## src/rtl/morse_sequencer.sv

```systemverilog
// morse_sequencer: snapshots up to N_CHARS short/long symbol strings and plays them as a
// gated square wave on the buzzer. Define MORSE_LOOP_EN to add the loop input (sequence repeat).
module morse_sequencer #(
  parameter int  N_CHARS     = 8,
  parameter int  SYM_BITS    = 5,
  parameter int  TONE_PERIOD = 75850,
  parameter int  SHORT_CYC   = 158,
  parameter int  LONG_CYC    = 316,
  parameter int  GAP_CYC     = 120,
  localparam int LW          = $clog2(SYM_BITS + 1),
  localparam int CW          = $clog2(N_CHARS + 1)
) (
  input  logic                        clk,
  input  logic                        rst,
  input  logic                        start,
  input  logic                        abort,
  input  logic [N_CHARS*SYM_BITS-1:0] chars,
  input  logic [N_CHARS*LW-1:0]       lens,
  input  logic [CW-1:0]               count,
`ifdef MORSE_LOOP_EN
  input  logic                        loop,
`endif
  output logic                        buzzer,
  output logic                        busy,
  output logic                        done,
  output logic [CW-1:0]               char_idx
);

  localparam int MAX_SYM_CYC = (LONG_CYC > SHORT_CYC) ? LONG_CYC : SHORT_CYC;
  localparam int MAX_CYC     = (MAX_SYM_CYC > GAP_CYC) ? MAX_SYM_CYC : GAP_CYC;
  localparam int PHW         = $clog2(TONE_PERIOD);
  localparam int PRW         = $clog2(MAX_CYC);
  localparam int PW          = (SYM_BITS > 1) ? $clog2(SYM_BITS) : 1;
  localparam int IW          = (N_CHARS > 1) ? $clog2(N_CHARS) : 1;

  localparam logic [PHW-1:0] PH_LAST    = PHW'(TONE_PERIOD - 1);
  localparam logic [PHW-1:0] PH_HALF    = PHW'(TONE_PERIOD / 2);
  localparam logic [PRW-1:0] LONG_LAST  = PRW'(LONG_CYC - 1);
  localparam logic [PRW-1:0] SHORT_LAST = PRW'(SHORT_CYC - 1);
  localparam logic [PRW-1:0] GAP_LAST   = PRW'(GAP_CYC - 1);
  localparam logic [PRW-1:0] LONG_HALF  = PRW'(LONG_CYC / 2);
  localparam logic [PRW-1:0] SHORT_HALF = PRW'(SHORT_CYC / 2);
  localparam logic [PW-1:0]  PTR_MSB    = PW'(SYM_BITS - 1);
  localparam logic [LW-1:0]  LEN_MAX    = LW'(SYM_BITS);
  localparam logic [CW-1:0]  CNT_MAX    = CW'(N_CHARS);

  typedef enum logic [1:0] {IDLE, SYM, GAP, FIN} state_e;

  state_e               state_q, state_d;
  logic [PHW-1:0]       phase_q, phase_d;
  logic [PRW-1:0]       per_q, per_d;
  logic [PW-1:0]        sym_ptr_q, sym_ptr_d;
  logic [CW-1:0]        char_idx_q, char_idx_d;
  logic                 buzzer_q, buzzer_d;
  logic                 busy_q, busy_d;
  logic                 done_q, done_d;

  logic [SYM_BITS-1:0]  chars_q [N_CHARS];
  logic [LW-1:0]        lens_q  [N_CHARS];
  logic [CW-1:0]        count_q;

  logic [IW-1:0]        cur_idx, nxt_idx;
  logic [LW-1:0]        nxt_len;
  logic [PW-1:0]        last_ptr;
  logic [PRW-1:0]       per_last, per_half;
  logic                 cur_bit, last_sym, last_char, phase_end, period_end;
  logic                 accept, loop_req;

  // NOTE: the operand snapshot has no reset; it is only read after a start has loaded it.
  always_ff @(posedge clk) begin
    if (!rst && state_q == IDLE && accept) begin
      count_q <= (count > CNT_MAX) ? CNT_MAX : count;
      for (int i = 0; i < N_CHARS; i++) begin
        chars_q[i] <= chars[i*SYM_BITS +: SYM_BITS];
        lens_q[i]  <= (lens[i*LW +: LW] > LEN_MAX) ? LEN_MAX : lens[i*LW +: LW];
      end
    end
  end

  // NOTE: every signal written here gets a default first, so no latch can be inferred.
  always_comb begin
    cur_idx    = char_idx_q[IW-1:0];
    cur_bit    = chars_q[cur_idx][sym_ptr_q];
    // Symbols play from the field MSB down; the last one sits len positions below the top.
    last_ptr   = PW'(SYM_BITS - int'(lens_q[cur_idx]));
    last_sym   = (sym_ptr_q == last_ptr);
    last_char  = ((char_idx_q + CW'(1)) == count_q);
    nxt_idx    = last_char ? '0 : IW'(char_idx_q + CW'(1));
    nxt_len    = lens_q[nxt_idx];
    per_last   = (state_q == GAP) ? GAP_LAST : (cur_bit ? LONG_LAST : SHORT_LAST);
    per_half   = cur_bit ? LONG_HALF : SHORT_HALF;
    phase_end  = (phase_q == PH_LAST);
    period_end = phase_end && (per_q == per_last);
    accept     = start && !abort;
`ifdef MORSE_LOOP_EN
    loop_req   = loop;
`else
    loop_req   = 1'b0;
`endif

    state_d    = state_q;
    phase_d    = phase_q;
    per_d      = per_q;
    sym_ptr_d  = sym_ptr_q;
    char_idx_d = char_idx_q;

    unique case (state_q)
      IDLE: begin
        if (accept) begin
          phase_d    = '0;
          per_d      = '0;
          sym_ptr_d  = PTR_MSB;
          char_idx_d = '0;
          if (count == '0)           state_d = FIN;
          else if (lens[LW-1:0] == '0) state_d = GAP;
          else                       state_d = SYM;
        end
      end
      SYM, GAP: begin
        phase_d = phase_end ? '0 : phase_q + PHW'(1);
        if (phase_end) per_d = (per_q == per_last) ? '0 : per_q + PRW'(1);
        if (period_end) begin
          if (state_q == SYM) begin
            if (!last_sym) sym_ptr_d = sym_ptr_q - PW'(1);
            else           state_d   = GAP;
          end else if (!last_char || loop_req) begin
            char_idx_d = CW'(nxt_idx);
            sym_ptr_d  = PTR_MSB;
            state_d    = (nxt_len == '0) ? GAP : SYM;
          end else begin
            state_d = FIN;
          end
        end
        if (abort) begin
          state_d = IDLE;
          phase_d = '0;
          per_d   = '0;
        end
      end
      FIN:     state_d = IDLE;
      default: state_d = IDLE;
    endcase

    busy_d   = (state_d == SYM) || (state_d == GAP);
    done_d   = (state_d == FIN);
    // Tone follows the current counters, so the pin lags state by one cycle.
    buzzer_d = (state_q == SYM) && !abort && (per_q < per_half) && (phase_q < PH_HALF);
  end

  always_ff @(posedge clk) begin
    if (rst) begin
      state_q    <= IDLE;
      phase_q    <= '0;
      per_q      <= '0;
      sym_ptr_q  <= '0;
      char_idx_q <= '0;
      buzzer_q   <= 1'b0;
      busy_q     <= 1'b0;
      done_q     <= 1'b0;
    end else begin
      state_q    <= state_d;
      phase_q    <= phase_d;
      per_q      <= per_d;
      sym_ptr_q  <= sym_ptr_d;
      char_idx_q <= char_idx_d;
      buzzer_q   <= buzzer_d;
      busy_q     <= busy_d;
      done_q     <= done_d;
    end
  end

  assign buzzer   = buzzer_q;
  assign busy     = busy_q;
  assign done     = done_q;
  assign char_idx = char_idx_q;

endmodule

```

## config.mk

```make
export PLATFORM = sky130hd
export DESIGN_NAME = morse_sequencer
export DESIGN_NICKNAME = d
export VERILOG_FILES = /design/src/rtl/morse_sequencer.sv
export SDC_FILE = /design/constraint.sdc
export NUM_CORES = 1
export LEC_CHECK = 0
export ABC_AREA = 0
export ABC_CLOCK_PERIOD_IN_PS = 3400
export CAP_MARGIN = 20
export CORE_ASPECT_RATIO = 0.5
export CORE_UTILIZATION = 51
export CTS_BUF_LIST = sky130_fd_sc_hd__clkbuf_2 sky130_fd_sc_hd__clkbuf_4 sky130_fd_sc_hd__clkbuf_8
export CTS_CLUSTER_DIAMETER = 30
export DETAILED_ROUTE_END_ITERATION = 12
export HOLD_SLACK_MARGIN = 0.05
export MAX_ROUTING_LAYER = met4
export PLACE_DENSITY = 0.79
export SYNTH_ARGS = -nofsm -noshare
export SYNTH_HDL_FRONTEND = slang
export SYNTH_SLANG_ARGS = --single-unit
export TNS_END_PERCENT = 20
```

## constraint.sdc

```tcl
create_clock -name clk -period 3.4 [get_ports clk]
set_clock_uncertainty 0.2 [all_clocks]
set_input_delay 0.34 -clock clk [delete_from_list [all_inputs] [get_ports clk]]
set_output_delay 0.34 -clock clk [all_outputs]
set_load 0.01 [all_outputs]
```

# Word-level counts from Yosys, hierarchy flattened
# Memories as Yosys holds them, arrays and structs flattened. A register that Yosys moved wholly into a read port is not among the register bits.
# Cells that the tools add are included.
[word_totals]
in_bits = 72
wordCells = 115
ff_bits = 42
mem_bits_rw = 64
rom_bits = 0
latchBits = 0
mem_count = 2
[memory_table]
columns = ["name", "depth", "word_bits", "rd", "rd_clocked_by_memory_dff", "wr", "line", "source"]
rows = [
  ["chars_q", 8, 5, 1, 1, 8, "58", "logic [SYM_BITS-1:0] chars_q [N_CHARS];"],
  ["lens_q", 8, 3, 2, 1, 8, "59", "logic [LW-1:0] lens_q [N_CHARS];"],
]
[op_classes]
multipliers = 0
order_cmp = 12
n_shift = 0
bitwise_logic = 0
reduce_logical = 20
mux = 50
add_sub_neg = 5
div_mod_pow = 0
eq_ne = 17
[ops]
columns = ["cell", "count"]
rows = [
  ["2-to-1 mux 3 bit", 18],
  ["2-to-1 mux 9 bit", 6],
  ["2-to-1 mux 17 bit", 3],
  ["case mux 17 bit (2 select lines)", 1],
  ["greater-than comparator 3 bit, second input constant", 8],
  ["2-to-1 mux 2 bit", 9],
  ["case mux 9 bit (2 select lines)", 1],
  ["adder 17 x 1 -> 17 bit, second input constant", 1],
  ["== test 17 bit, second input constant", 1],
  ["less-than comparator 17 x 16 -> 1 bit, second input constant", 1],
  ["2-to-1 mux 4 bit", 4],
  ["AND reduction 5 bit", 2],
  ["adder 9 x 1 -> 9 bit, second input constant", 1],
  ["== test 9 bit", 1],
  ["less-than comparator 9 x 8 -> 1 bit", 1],
  ["!= test 3 bit, second input constant", 3],
  ["== test 2 bit, second input constant", 4],
  ["2-to-1 mux 8 bit", 1],
  ["!= test 2 bit, second input constant", 4],
  ["case mux 4 bit (2 select lines)", 1],
  ["logical AND 1 bit", 7],
  ["zero test 3 bit", 2],
  ["case mux 2 bit (3 select lines)", 1],
  ["case mux 3 bit (2 select lines)", 1],
  ["other kinds (18)", 22],
]

# Depth between registers and ports, before layout
# An unclocked memory read counts as a cell.
[logic_depth]
ltp_word = 13
depth_mapped = 15
ltp_nobuf = 12

# Worst setup path after synthesis
# Ideal clock, no wire load.
[synth_path]
path_type = "register to register"
start = "register with a tool-made name"
end = "register busy_q (netlist: busy)"
path_buffers = 1
arrival_ps = 2882
path_stages_with_launch = 12
setup_slack_ps = 190
cell_sequence = "dfxtp_1 -> buf_6 -> mux4_2 -> mux2i_1 -> nor4_1 -> nor4_4 -> mux2i_1 -> a211oi_2 -> a31o_2 -> a22oi_1 -> ha_1 -> nor2b_1"
[synth_lines]
columns = ["element", "line", "source"]
rows = [
  ["end signal, assigned", "167", "busy_q <= busy_d;"],
  ["end, declared", "55", "logic busy_q, busy_d;"],
]

# Worst setup path after layout
[layout_path]
start = "register state_q[0]"
end = "register busy_q (netlist: busy)"
[layout_between]
elab_chain_cells = 9
elab_cells_between_ends = 17
classes_between = "eq/ne: 6; mux: 7; reduce/logical: 4"
[layout_rtl]
columns = ["element", "line", "source"]
rows = [
  ["start, declared", "49", "state_e state_q, state_d;"],
  ["start signal, assigned", "161", "state_q <= state_d;"],
  ["== test 2 bit", "90, 107", ""],
  ["2-to-1 mux 9 bit", "90", "per_last = (state_q == GAP) ? GAP_LAST : (cur_bit ? LONG_LAST : SHORT_LAST);"],
  ["== test 9 bit", "93", "period_end = phase_end && (per_q == per_last);"],
  ["logical AND 1 bit", "93", ""],
  ["2-to-1 mux 2 bit", "122", "if (period_end) begin"],
  ["2-to-1 mux 2 bit", "134", "if (abort) begin"],
  ["case mux 2 bit (3 select lines) *", "107", "unique case (state_q)"],
  ["net state_d[0]", "49", ""],
  ["== test 2 x 1 -> 1 bit / == test 2 bit (equally long branches)", "144", "busy_d = (state_d == SYM) || (state_d == GAP);"],
  ["logical OR 1 bit *", "144", ""],
  ["net busy_d", "55", ""],
]
# Mark *: on every way through the listed nets, which the timed path passes. The rest lies on a longest branch.
# A chain may end at the register's enable or synchronous reset.

==> results.yml <==
die:
  start_util_pct: 52.4
  die_width_um: 147
  coreArea_um2: 10200
  floorplan.rows: 26
  dieArea_um2: 10900
  ios: 79
  die_h_um: 74.5
run:
  maxCapViolCount: 0
hold_path:
  hp-class: "in2reg"
  min_path_cells: 1
  hold_start: "chars[37]"
  hold_end: "chars_q[7][2]$_DFFE_PP_"
logic_synthesis:
  synth_top_area_share_pct: 38.1
  yosysSeqAreaShare_pct: 53.1
  synth_enable_flop_cells: 68
  synth_area_leaders: "edfxtp_1 (38%), dfxtp_1 (15%), mux4_2 (3.8%)"
  synth_cell_types: 69
  netlist_top_cells_count: "edfxtp_1 (68), dfxtp_1 (40), nor2_1 (34), nand2_1 (25)"
  synth_top_area_cell: "edfxtp_1"
  synthArstFlopShare_pct: 0
  syn_avg_cell_area_um2: 11.6
  post-synth-top-count-cell: "edfxtp_1"
  yosys_warnings: 0
  ys.flop_type: "edfxtp_1"
  yosys_register_bits: 108
  synth_nets: 548
  netlist_area_um2: 5360
  synth_cells: 463
setup_path:
  path_max_fanout: 4
  worstSetupEndpointType: "flip-flop"
  path_buf_inv: 1
  r2r.worst_path.cells: 11
  cp_slowest_stage_delay_ns: 0.43
  path_cells: "inv_1 > ha_1 > or3b_1 > a21oi_1 > nand4b_1 > a31o_2 > a211oi_2 > nand2b_1 > a31o_1 > ha_1 > nor2b_1"
  cp.arrival_ns: 3.28
  required_ns: 3.46
  cp_top_family: "compound AO/OA/AOI/OAI gates"
  crit-reg2reg-launch: "state_q[0]$_SDFF_PP0_"
  ff2ff_setup_slack_ns: 0.18
  crit_type: "reg2reg"
  worst_path_max_delay_cell: "dfxtp_1"
  cp-start-kind: "flip-flop"
  timing.rr.end: "busy$_SDFF_PP0_"
  crit_path_frequent_cell: "ha_1"
clocking:
  cts_root_buf: "clkbuf_8"
  clk_latency_ns: 0.39
  clock_path_buffers: 2
  cts_tree: "yes"
  clk_pin_slew_worst_paths_ns: 0.11
  cts_sinks: 108
  cts_buffers: 9
  h-tree-depth: 3
  hold_buffers: 0
route:
  ant_nets: 0
  wl_per_cell_um: 15.8
  drtIter0Drc: 248
  viasPerCell: 5.64
  vias: 3893
  first_pass_iters: 5
  route.detailed.drc: 0
  wl_um: 10900
finish:
  final_util_pct: 64.6
  final_nets: 630
  area_growth_pct: 23.3
  fillers: 813
  layout.cells.non_filler: 690
  drive_above_1_share_pct: 11.3
  antennaDiodeCount: 0
pwr:
  peakVddDrop_mv: 0.198
  power.total_mw: 2.44
  p_leak_nw: 2.21
  power_density_nw_per_um2: 369
outcome:
  run_status: "complete, no violations"
global_route:
  grt_max_degree: 37
  grt_pass1_wl_um: 17800
  grtUsageTotal_pct: 21.7
  grt_pass1_vias: 3659
  antenna_found_initial: 0
  grt_overflow_total: 0
sta:
  min_period_ns: 3.22
  whs_ns: 0.303
  period_share_pct: 94.8
  setup_viol: 0
  hold_viol: 0
  timing.fmax_ghz: 0.310
  worstMarginPinSlew_ns: 0.772
  maxSlewViolCount: 0
  slew_headroom_pct: 48.5
placement:
  gp_congestion: 0.848
  io_buffer_count: 77
  dp_hpwl_um: 8090
  place_inst: 671
-- cells by family after synthesis --
| family | synth area share (%) |
|---|---|
| buf+inv | 3.32 |
| other cells | 0.0700 |
| flops | 53.1 |
| compound gates | 11.4 |
| mux | 8.22 |
| xor+xnor | 3.93 |
| simple gates | 16.9 |
| fa+ha+maj | 3.04 |
-- placed cells by master, fill, tap and decap left out, types with 15 or more instances in the layout --
cell type,netlist,final
nor3_1,17,17
clkdlybuf4s50_1,0,77
dfxtp_1,40,39
nor2b_1,19,19
nand2_1,25,25
inv_1,16,16
mux2i_1,17,16
nand3_1,19,19
edfxtp_1,68,68
a21oi_1,15,15
nor2_1,34,33
-- worst register-to-register path, stage by stage (launching register included) --
cell and delay [ns]:
dfxtp_1 0.43, inv_1 0.13, ha_1 0.27, or3b_1 0.36, a21oi_1 0.17, nand4b_1 0.20, a31o_2 0.32, a211oi_2 0.22
nand2b_1 0.15, a31o_1 0.25, ha_1 0.28, nor2b_1 0.12
-- timing repair --
item,4_1_cts,5_1_grt
pin swaps,1,2
setup endpoints to repair,2,2
resized for setup,2,14
buffers inserted,1,2
-- through the flow --
step,instance area [um2],setup WS [ns],setup TNS [ns]
6_report,6600,0.176,0
5_1_grt,6600,-0.0186,-0.0186
4_1_cts,6520,0.0510,0
3_5_place_dp,6310,-0.135,-0.155
3_3_place_gp,6310,-0.0406,-0.0406
2_1_floorplan,5360,0.190,0
-- cell type report --
| cell class | instances | area, um2 | area share, % |
|---|---|---|---|
| clock inverters | 7 | 72.6 | 1.10 |
| clock buffers | 9 | 124 | 1.88 |
| multi-input cells | 315 | 2400 | 36.4 |
| well taps | 140 | 175 | 2.65 |
| repair buffers | 94 | 918 | 13.9 |
| flip-flops and latches | 108 | 2850 | 43.1 |
| inverters | 17 | 63.8 | 0.966 |
-- sequential cells by signal (all words and copies together), names as in the netlist, named ones only --
name / cells
buzzer: 1
per_q: 9
lens_q: 24
phase_q: 17
count_q: 4
done: 1
sym_ptr_q: 3
chars_q: 40
state_q: 2
busy: 1
char_idx: 3
-- worst max-delay path by stage --
stage,start,to,depth (start not counted)
after floorplan,flip-flop,busy$_SDFF_PP0_,11
after global placement,flip-flop,busy$_SDFF_PP0_,10
after detailed placement,flip-flop,busy$_SDFF_PP0_,12
after CTS,flip-flop,busy$_SDFF_PP0_,13
after global routing,state_q[0]$_SDFF_PP0_,busy$_SDFF_PP0_,11
final,state_q[0]$_SDFF_PP0_,busy$_SDFF_PP0_,11
-- where the power goes --
part           internal (mW)  switching [mW]  leakage, nW  total (mW)
Sequential              1.43          0.0169        0.947        1.44
Combinational          0.124           0.102         1.16       0.226
Clock                  0.291           0.479        0.102       0.770
Total                   1.84           0.598         2.21        2.44
-- metal layers --
| layer | share of wire [%] | global-route usage (%) |
|---|---|---|
| met4 | 1.1 | 6.07 |
| met3 | 5.6 | 5.09 |
| met2 | 45 | 33.6 |
| met5 | 0 | - |
| met1 | 48 | 28.9 |
No activity file was read; power rests on OpenSTA's default activity.
